File: src/rtl/wb_arb_pkg.sv
// Shared defaults, FSM state type and sweep limit for the writeback arbiter.
package wb_arb_pkg;

  localparam int unsigned ADDR_W_DEF = 5;
  localparam int unsigned DATA_W_DEF = 32;

  typedef enum logic {
    ARB   = 1'b0,
    CLEAR = 1'b1
  } state_t;

  localparam logic [ADDR_W_DEF-1:0] LAST_ADDR = '1;

endpackage

File: src/rtl/wb_arbiter_if.sv
// Requester, clear-control and register-file write signals of the writeback arbiter.
interface wb_arbiter_if #(
  parameter int unsigned ADDR_W = 5,
  parameter int unsigned DATA_W = 32
);

  logic              req0_valid;
  logic [ADDR_W-1:0] req0_addr;
  logic [DATA_W-1:0] req0_data;
  logic              req0_ready;
  logic              req1_valid;
  logic [ADDR_W-1:0] req1_addr;
  logic [DATA_W-1:0] req1_data;
  logic              req1_ready;
  logic              clr_start;
  logic              clr_busy;
  logic              rg_wrt_en;
  logic [ADDR_W-1:0] rg_wrt_addr;
  logic [DATA_W-1:0] rg_wrt_data;

  modport master (
    output req0_valid, req0_addr, req0_data,
    output req1_valid, req1_addr, req1_data,
    output clr_start,
    input  req0_ready, req1_ready, clr_busy,
    input  rg_wrt_en, rg_wrt_addr, rg_wrt_data
  );

  modport slave (
    input  req0_valid, req0_addr, req0_data,
    input  req1_valid, req1_addr, req1_data,
    input  clr_start,
    output req0_ready, req1_ready, clr_busy,
    output rg_wrt_en, rg_wrt_addr, rg_wrt_data
  );

endinterface

File: src/rtl/rr_arb2.sv
// Two-way round-robin grant with a last-grant pointer updated only on a grant.
module rr_arb2 (
  input  logic clk,
  input  logic reset,
  input  logic enable,
  input  logic valid0,
  input  logic valid1,
  output logic grant0,
  output logic grant1
);

  // last_one = 1 means requester 1 was granted most recently
  logic last_one;

  always_comb begin
    grant0 = enable && valid0 && (!valid1 || last_one);
    grant1 = enable && valid1 && (!valid0 || !last_one);
  end

  always_ff @(posedge clk or posedge reset) begin
    if (reset) begin
      last_one <= 1'b1;
    end else if (grant0) begin
      last_one <= 1'b0;
    end else if (grant1) begin
      last_one <= 1'b1;
    end
  end

endmodule

File: src/rtl/wb_arbiter.sv
// Writeback arbiter: round-robin register-file writes plus a clear sweep of addresses 1..max.
// Optional macro WB_ARB_X0_FILTER_EN: accepted transfers to address 0 produce no write.
module wb_arbiter
  import wb_arb_pkg::*;
#(
  parameter int unsigned ADDR_W = ADDR_W_DEF,
  parameter int unsigned DATA_W = DATA_W_DEF
) (
  input logic        clk,
  input logic        reset,
  wb_arbiter_if.slave bus
);

  localparam logic [ADDR_W-1:0] SWEEP_LAST = '1;

  state_t            state;
  logic [ADDR_W-1:0] cnt;
  logic              arb_en;
  logic              xfer;
  logic              wr_ok;
  logic [ADDR_W-1:0] xaddr;
  logic [DATA_W-1:0] xdata;

  assign arb_en = (state == ARB) && !bus.clr_start;

  rr_arb2 u_rr (
    .clk    (clk),
    .reset  (reset),
    .enable (arb_en),
    .valid0 (bus.req0_valid),
    .valid1 (bus.req1_valid),
    .grant0 (bus.req0_ready),
    .grant1 (bus.req1_ready)
  );

  always_comb begin
    xfer  = bus.req0_ready || bus.req1_ready;
    xaddr = bus.req0_ready ? bus.req0_addr : bus.req1_addr;
    xdata = bus.req0_ready ? bus.req0_data : bus.req1_data;
  end

`ifdef WB_ARB_X0_FILTER_EN
  assign wr_ok = xfer && (xaddr != '0);
`else
  assign wr_ok = xfer;
`endif

  assign bus.clr_busy = (state == CLEAR);

  always_ff @(posedge clk or posedge reset) begin
    if (reset) begin
      state           <= ARB;
      cnt             <= '0;
      bus.rg_wrt_en   <= 1'b0;
      bus.rg_wrt_addr <= '0;
      bus.rg_wrt_data <= '0;
    end else begin
      case (state)
        ARB: begin
          if (bus.clr_start) begin
            state         <= CLEAR;
            cnt           <= ADDR_W'(1);
            bus.rg_wrt_en <= 1'b0;
          end else begin
            bus.rg_wrt_en <= wr_ok;
            if (wr_ok) begin
              bus.rg_wrt_addr <= xaddr;
              bus.rg_wrt_data <= xdata;
            end
          end
        end
        CLEAR: begin
          bus.rg_wrt_en   <= 1'b1;
          bus.rg_wrt_addr <= cnt;
          bus.rg_wrt_data <= '0;
          // counter saturates at the last address; the FSM leaves CLEAR instead
          if (cnt == SWEEP_LAST) begin
            state <= ARB;
          end else begin
            cnt <= cnt + ADDR_W'(1);
          end
        end
        default: state <= ARB;
      endcase
    end
  end

endmodule

File: src/flat_wrapper.sv
// flat-port wrapper written by rule: the top's interface ports become plain ports
module wb_arbiter_flat import wb_arb_pkg::*;
#(
  parameter int unsigned ADDR_W = ADDR_W_DEF,
  parameter int unsigned DATA_W = DATA_W_DEF
)
  (clk, reset, bus_req0_valid, bus_req0_addr, bus_req0_data, bus_req1_valid, bus_req1_addr, bus_req1_data, bus_clr_start, bus_req0_ready, bus_req1_ready, bus_clr_busy, bus_rg_wrt_en, bus_rg_wrt_addr, bus_rg_wrt_data);
  wb_arbiter_if #(.ADDR_W(ADDR_W), .DATA_W(DATA_W)) bus_i ();
  input logic clk;
  input logic reset;
  input wire logic [$bits(bus_i.req0_valid)-1:0] bus_req0_valid;
  input wire logic [$bits(bus_i.req0_addr)-1:0] bus_req0_addr;
  input wire logic [$bits(bus_i.req0_data)-1:0] bus_req0_data;
  input wire logic [$bits(bus_i.req1_valid)-1:0] bus_req1_valid;
  input wire logic [$bits(bus_i.req1_addr)-1:0] bus_req1_addr;
  input wire logic [$bits(bus_i.req1_data)-1:0] bus_req1_data;
  input wire logic [$bits(bus_i.clr_start)-1:0] bus_clr_start;
  output wire logic [$bits(bus_i.req0_ready)-1:0] bus_req0_ready;
  output wire logic [$bits(bus_i.req1_ready)-1:0] bus_req1_ready;
  output wire logic [$bits(bus_i.clr_busy)-1:0] bus_clr_busy;
  output wire logic [$bits(bus_i.rg_wrt_en)-1:0] bus_rg_wrt_en;
  output wire logic [$bits(bus_i.rg_wrt_addr)-1:0] bus_rg_wrt_addr;
  output wire logic [$bits(bus_i.rg_wrt_data)-1:0] bus_rg_wrt_data;
  assign bus_i.req0_valid = bus_req0_valid;
  assign bus_i.req0_addr = bus_req0_addr;
  assign bus_i.req0_data = bus_req0_data;
  assign bus_i.req1_valid = bus_req1_valid;
  assign bus_i.req1_addr = bus_req1_addr;
  assign bus_i.req1_data = bus_req1_data;
  assign bus_i.clr_start = bus_clr_start;
  assign bus_req0_ready = bus_i.req0_ready;
  assign bus_req1_ready = bus_i.req1_ready;
  assign bus_clr_busy = bus_i.clr_busy;
  assign bus_rg_wrt_en = bus_i.rg_wrt_en;
  assign bus_rg_wrt_addr = bus_i.rg_wrt_addr;
  assign bus_rg_wrt_data = bus_i.rg_wrt_data;
  wb_arbiter #(.ADDR_W(ADDR_W), .DATA_W(DATA_W)) u_core (.clk(clk), .reset(reset), .bus(bus_i));
endmodule
File: config.mk
export PLATFORM = sky130hd
export DESIGN_NAME = wb_arbiter_flat
export DESIGN_NICKNAME = d
export VERILOG_FILES = /design/src/rtl/wb_arb_pkg.sv /design/src/rtl/wb_arbiter_if.sv /design/src/rtl/rr_arb2.sv /design/src/rtl/wb_arbiter.sv /design/src/flat_wrapper.sv
export SDC_FILE = /design/constraint.sdc
export NUM_CORES = 1
export LEC_CHECK = 0
export ABC_AREA = 1
export CORE_ASPECT_RATIO = 1.4
export CORE_MARGIN = 2
export CORE_UTILIZATION = 46
export CTS_BUF_LIST = sky130_fd_sc_hd__clkbuf_8
export DETAILED_ROUTE_END_ITERATION = 8
export HOLD_SLACK_MARGIN = 0.12
export PLACE_DENSITY = 0.89
export SKIP_LAST_GASP = 1
export SYNTH_ARGS = -nofsm -noshare
export SYNTH_HDL_FRONTEND = slang
export SYNTH_HIERARCHICAL = 1
export SYNTH_SLANG_ARGS = --single-unit
File: constraint.sdc
create_clock -name clk -period 5.15 [get_ports clk]
set_clock_uncertainty 0.05 [all_clocks]
set_input_delay 1.03 -clock clk [delete_from_list [all_inputs] [get_ports clk]]
set_output_delay 1.03 -clock clk [all_outputs]
set_load 0.05 [all_outputs]
==> results of run 1 <==
-- worst max path at each step --
stage,slack [ns],to,from
floorplan,1.93,bus_req0_ready,bus_clr_start
global placement,1.33,bus_req1_ready,bus_clr_start
detailed placement,1.36,bus_req1_ready,bus_clr_start
CTS,1.35,bus_req1_ready,bus_clr_start
global route,1.29,bus_req1_ready,bus_clr_start
finish,1.37,bus_req1_ready,bus_clr_start
-- power groups by stage --
| stage | Clock (µW) | Sequential [µW] | Combinational (µW) |
|---|---|---|---|
| after floorplan | 0 | 897 | 393 |
| after global placement | 0 | 568 | 1030 |
| after detailed placement | 0 | 572 | 1050 |
| after CTS | 274 | 568 | 1050 |
| after global routing | 284 | 583 | 1130 |
| final | 266 | 568 | 1050 |
-- cells in the mapped netlist --
library cell | n | area, µm²
a21oi_1 | 2 | 10.01
buf_2 | 6 | 30.03
buf_4 | 3 | 22.52
buf_6 | 3 | 33.78
clkbuf_1 | 7 | 26.28
dfrtp_1 | 44 | 1101
dfstp_2 | 1 | 26.28
ha_1 | 2 | 25.02
inv_1 | 76 | 285.3
inv_2 | 1 | 3.750
nand2_1 | 136 | 510.5
nand3_1 | 48 | 240.2
nor2_1 | 5 | 18.77
nor2_2 | 1 | 6.260
nor2_4 | 1 | 11.26
o211ai_1 | 1 | 7.510
o21ai_0 | 22 | 110.1
o21ai_1 | 12 | 60.06
o21bai_1 | 1 | 7.510
-- cell type report --
cell class / count / area, µm²
clock buffers: 6 / 82.58
clock inverters: 2 / 33.78
well taps: 68 / 85.08
fillers: 448 / 1563
repair buffers: 121 / 1206
inverters: 77 / 289.0
multi-input cells: 231 / 1018
flip-flops and latches: 45 / 1127
-- registers in the layout (all words and copies together) (netlist names) --
register and count:
u_core/bus.clr_busy 1, u_core/bus.rg_wrt_en 1, u_core/u_rr/last_one 1, u_core/cnt 5, u_core/bus.rg_wrt_addr 5, u_core/bus.rg_wrt_data 32
-- through the flow --
| stage | util (%) | setup slack (ns) | instance area (µm²) | cells | power [µW] |
|---|---|---|---|---|---|
| 2_1_floorplan | - | 1.929 | 2536 | 372 | 1290 |
| 3_3_place_gp | 68.94 | 1.329 | 3726 | 542 | 1595 |
| 3_5_place_dp | 68.94 | 1.360 | 3726 | 542 | 1624 |
| 4_1_cts | 71.09 | 1.353 | 3842 | 550 | 1895 |
| 5_1_grt | 71.09 | 1.285 | 3842 | 550 | 1994 |
| 6_report | 71.09 | 1.374 | 3842 | 550 | 1881 |
-- critical path: stages --
cell             delay, ns
clkdlybuf4s50_1       0.46
nor2_1                0.14
nand2_1               0.06
inv_1                 0.05
nand2_1               0.05
inv_1                 0.09
clkdlybuf4s50_1       0.81
-- cells by family after synthesis --
group,Yosys count
AND/OR/NAND/NOR,191
buffers and inverters,96
flip-flops,45
AO/OA/AOI/OAI,38
adder cells (fa/ha/maj),2
-- metal layers --
layer	routed length, µm	track usage [%]	up-vias
li1	-	-	1331
met1	2507	23.14	1187
met2	3674	44.33	97
met3	421	3.067	10
met4	102	7.823	0
met5	0	0	-
==> qor.csv, run 1 <==
metric,value,unit
run_status,finished clean,
critPathArrivalTime,2.70,ns
rsz0062_at_grt,no,
final.hold.worst_slack,0.4357,ns
clk_pin_slew_worst_paths,0.08,ns
start_kind,primary input,
number_of_buffers_added_for_setup_after_cts,0,
grt_pass1_vias,2677,
cts_max_level,2,
postRouteAntennaNets,0,
critical_path_peak_fanout,4,
max-vdd-ir-drop,0.3721,mV
path_class,in -> out,
yosys.area_share.adder,0.9867,%
cts_root_buf,clkbuf_8,
drt_iter0_markers,189,
core,0.005405,mm²
route.detailed.wl_per_inst,12.19,µm
timing.final.crit_period,3.776,ns
layout_common_cells,"nand2_1 (136), clkdlybuf4s50_1 (119), inv_1 (76)",
pwr-share-seq,30.2,%
grt_pass1_wl,10900,µm
period_share,73.33,%
fin_nets,562,
worstHoldPathCells,2,
route.final.wire_length,6705,µm
timing.max_cap.violations,0,
cts_buffers,5,
dominant_combinational_cell_family_by_area_after_synthesis,simple AND/OR/NAND/NOR gates,
rrSetupSlack,2.29,ns
pwr_density_cell,489.6,mW/mm²
mappedNetlistNets,453,
worstHoldStart,u_core/u_rr/last_one$_DFFE_PP1P_,
slew-limit-headroom,19.98,%
route.detailed.drc,0,
io_pins,120,
synth_simple_gate_area_share,31.03,%
area_enclosed_by_the_die_boundary,0.006132,mm²
postSynthCellCount,372,
slew_violations,0,
critPathRequiredTime,4.07,ns
synth.yosys.seq_area_share,44.45,%
worstSkewPairLatency,0.29,ns
drt_first_pass_iters,4,
syn_to_final_growth,51.50,%
via_count,2625,
leading_cell_type_in_the_layout_fill_and_taps_excluded,nand2_1,
post_synth.cell_area_avg,6.818,µm²
die-width,66.76,µm
hold_viol_final,0,
hold_path.class,reg -> reg,
reg2reg_to,u_core/bus.rg_wrt_data[31]$_DFFE_PP0P_,
globalplace.congestion,0.8207,
timing.rr.start,u_core/bus.clr_busy$_DFF_PP0_,
cts_hold_buffers,0,
num_antenna_cells,0,
hold_end,u_core/u_rr/last_one$_DFFE_PP1P_,
largest_net_degree_at_the_start_of_global_routing,51,
cts_repair_resize_count,0,
ffs_latches_synth,45,
post_synth_xor_area_fraction,0,%
share_of_total_power_consumed_by_net_switching,47.61,%
synth.mux.area_fraction,0,%
worstRegToRegCells,10,
slew_worst_pin,1.199,ns
power.leakage,0.001938,µW
clock_sinks,45,
power.clock.fraction,14.1,%
grt_util_all_layers,22.55,%
final_count_of_negative_setup_slack_endpoints,0,
drt-vias-per-instance,4.773,
p_int,985.7,µW
cp-end-kind,output pin,
post_route_cells_drive_above_1_share,3.112,%
fin_tns_setup,0,ns
overflow,0,
achievable-frequency,264.8,MHz
comb_power_share,55.7,%
ys_warn_count,6,
dpl_wire_length,4970,µm
placementRows,32,
die_h,91.86,µm
initial_utilization,46.92,%
antenna_found_initial,0,
netSwitchingPower,895.7,µW
netlist_area,0.002536,mm²
synth.distinct_cells,19,
tritoncts,yes,
placement.io_buffers,119,
post_synthesis_compound_gate_area_fraction,7.696,%
cts_max_path_buffers,2,
(Power assumes the default switching activity.)
==> run 2: changes to the inputs <==
--- a/config.mk
+++ b/config.mk
@@ -8,11 +8,11 @@
 export ABC_AREA = 1
 export CORE_ASPECT_RATIO = 1.4
 export CORE_MARGIN = 2
-export CORE_UTILIZATION = 46
+export CORE_UTILIZATION = 42
 export CTS_BUF_LIST = sky130_fd_sc_hd__clkbuf_8
 export DETAILED_ROUTE_END_ITERATION = 8
 export HOLD_SLACK_MARGIN = 0.12
-export PLACE_DENSITY = 0.89
+export PLACE_DENSITY = 0.82
 export SKIP_LAST_GASP = 1
 export SYNTH_ARGS = -nofsm -noshare
 export SYNTH_HDL_FRONTEND = slang
==> constraint.sdc (replaced) <==
create_clock -name clk -period 3.7 [get_ports clk]
set_clock_uncertainty 0.05 [all_clocks]
set_input_delay 0.74 -clock clk [delete_from_list [all_inputs] [get_ports clk]]
set_output_delay 0.74 -clock clk [all_outputs]
set_load 0.05 [all_outputs]
==> qor.csv, run 2 (synthesis gave the netlist of run 1 again) <==
metric,value,unit
critPathArrivalTime,2.48,ns
initial_utilization,43.26,%
grt_pass1_vias,2404,
numPlacedInstances,545,
cell_chain_critical_path,"clkdlybuf4s50_1, nor2_1, nand2_1, inv_1, nand2_1, inv_1, clkdlybuf4s50_1",
critical_path_peak_fanout,4,
critical_path.slowest_cell,clkdlybuf4s50_1,
post_route_cells_drive_above_1_share,3.727,%
power.clock.fraction,16.0,%
path_class,in -> out,
hold_path.class,reg -> reg,
io_pins,120,
pwr_density_cell,688.2,mW/mm²
p_int,1429,µW
achievable-frequency,305.6,MHz
syn_to_final_growth,52.98,%
final_count_of_negative_setup_slack_endpoints,0,
share_of_total_power_consumed_by_net_switching,46.47,%
tritoncts,yes,
route.detailed.drc,0,
run_status,finished clean,
slew_worst_pin,0.8903,ns
drt_first_pass_iters,4,
hold_viol_final,0,
postRouteAntennaNets,0,
pwr-share-seq,29.4,%
fin_nets,563,
cts_repair_resize_count,0,
reg.largest.list,"u_core/bus.rg_wrt_data: 32 flops, u_core/bus.rg_wrt_addr: 5 flops, u_core/cnt: 5 flops",
netSwitchingPower,1241,µW
largest_reg_flops,32,
top_register_by_number_of_flip_flops,u_core/bus.rg_wrt_data,
grt_util_all_layers,20.25,%
route.detailed.wl_per_inst,11.81,µm
die-width,69.68,µm
cp-end-kind,output pin,
rsz0062_at_grt,no,
report.power.total,2670,µW
clock_sinks,45,
route.final.wire_length,6532,µm
worstSkewPairLatency,0.29,ns
critical-path-max-stage-delay,0.81,ns
globalplace.congestion,0.7607,
fin_tns_setup,0,ns
largest_net_degree_at_the_start_of_global_routing,48,
power.leakage,0.001953,µW
die_h,95.95,µm
grt_pass1_wl,10910,µm
cts_buffers,5,
critPathRequiredTime,2.91,ns
antenna_found_initial,0,
layout_common_cells,"nand2_1 (136), clkdlybuf4s50_1 (118), inv_1 (75)",
slew_violations,0,
timing.max_cap.violations,0,
number_of_buffers_added_for_setup_after_cts,0,
num_antenna_cells,0,
max-vdd-ir-drop,0.4644,mV
timing.final.crit_period,3.272,ns
area_enclosed_by_the_die_boundary,0.006685,mm²
slew-limit-headroom,40.56,%
comb_power_share,54.6,%
cts_max_path_buffers,2,
final-instance-count-excl-fill,553,
clk_pin_slew_worst_paths,0.08,ns
period_share,88.44,%
placementRows,33,
dpl_wire_length,4911,µm
cts_root_buf,clkbuf_8,
placement.io_buffers,119,
start_kind,primary input,
cts_hold_buffers,0,
drt_iter0_markers,79,
leading_cell_type_in_the_layout_fill_and_taps_excluded,nand2_1,
via_count,2587,
overflow,0,
cts_max_level,2,
core,0.005863,mm²
drt-vias-per-instance,4.678,
run 2: changes by cell type in the layout (fill, tap and decap cells not counted), sizes merged:
cell,before,now
clkbuf,6,5
inv,78,77
bufinv,1,2
buf,2,4
clkinv,0,1
clkdlybuf4s50,119,118
run 2: final timing paths:
kind                                                        from                                     end  slack [ns]  cells after the start
min in group asynchronous                                  reset        u_core/u_rr/last_one$_DFFE_PP1P_        0.73                      2
max in group asynchronous                                  reset   u_core/bus.rg_wrt_data[1]$_DFFE_PP0P_        2.10                      2
setup reg to reg                   u_core/bus.clr_busy$_DFF_PP0_  u_core/bus.rg_wrt_data[30]$_DFFE_PP0P_        1.27                      8
hold reg to reg            u_core/bus.rg_wrt_data[5]$_DFFE_PP0P_   u_core/bus.rg_wrt_data[5]$_DFFE_PP0P_        0.43                      2
hold / removal             u_core/bus.rg_wrt_data[5]$_DFFE_PP0P_   u_core/bus.rg_wrt_data[5]$_DFFE_PP0P_        0.43                      2
setup / recovery                                   bus_clr_start                          bus_req1_ready        0.43                      7
run 2: per-layer routing:
metal	vias to the layer above	track usage, %	wire [µm]
li1	1338	-	-
met1	1171	22.60	2514
met2	72	39.42	3616
met3	6	4.188	334
met4	0	4.968	67
met5	-	0	0
run 2: final cells by class:
class                           instances  area [µm²]
Multi-Input combinational cell        231        1018
Inverter                               77       289.0
Clock inverter                          3       65.06
Sequential cell                        45        1127
Timing Repair Buffer                  122        1224
Fill cell                             541        1983
Clock buffer                            5       68.82
Tap cell                               70       87.58
run 2: stage by stage:
stage	area [µm²]	worst slack (ns)	hold slack, ns	utilization, %
after floorplan	2536	0.7781	0.4037	-
after global placement	3746	0.4843	0.4158	63.89
final	3880	0.4276	0.4346	66.18
after detailed placement	3746	0.4348	0.4203	63.89
after global routing	3880	0.3575	0.4496	66.18
after CTS	3880	0.4237	0.4369	66.18
run 2: power groups by stage:
stage | sequential (µW) | clock (µW) | combinational [µW]
floorplan | 1250 | 0 | 548
global placement | 790 | 0 | 1440
detailed placement | 791 | 0 | 1470
CTS | 785 | 439 | 1470
global route | 814 | 459 | 1580
finish | 784 | 427 | 1460
run 2: worst max-delay path, delay by kind of cell:
family        cells  cell delay [ns]
buf+inv           4             1.44
simple gates      3             0.31
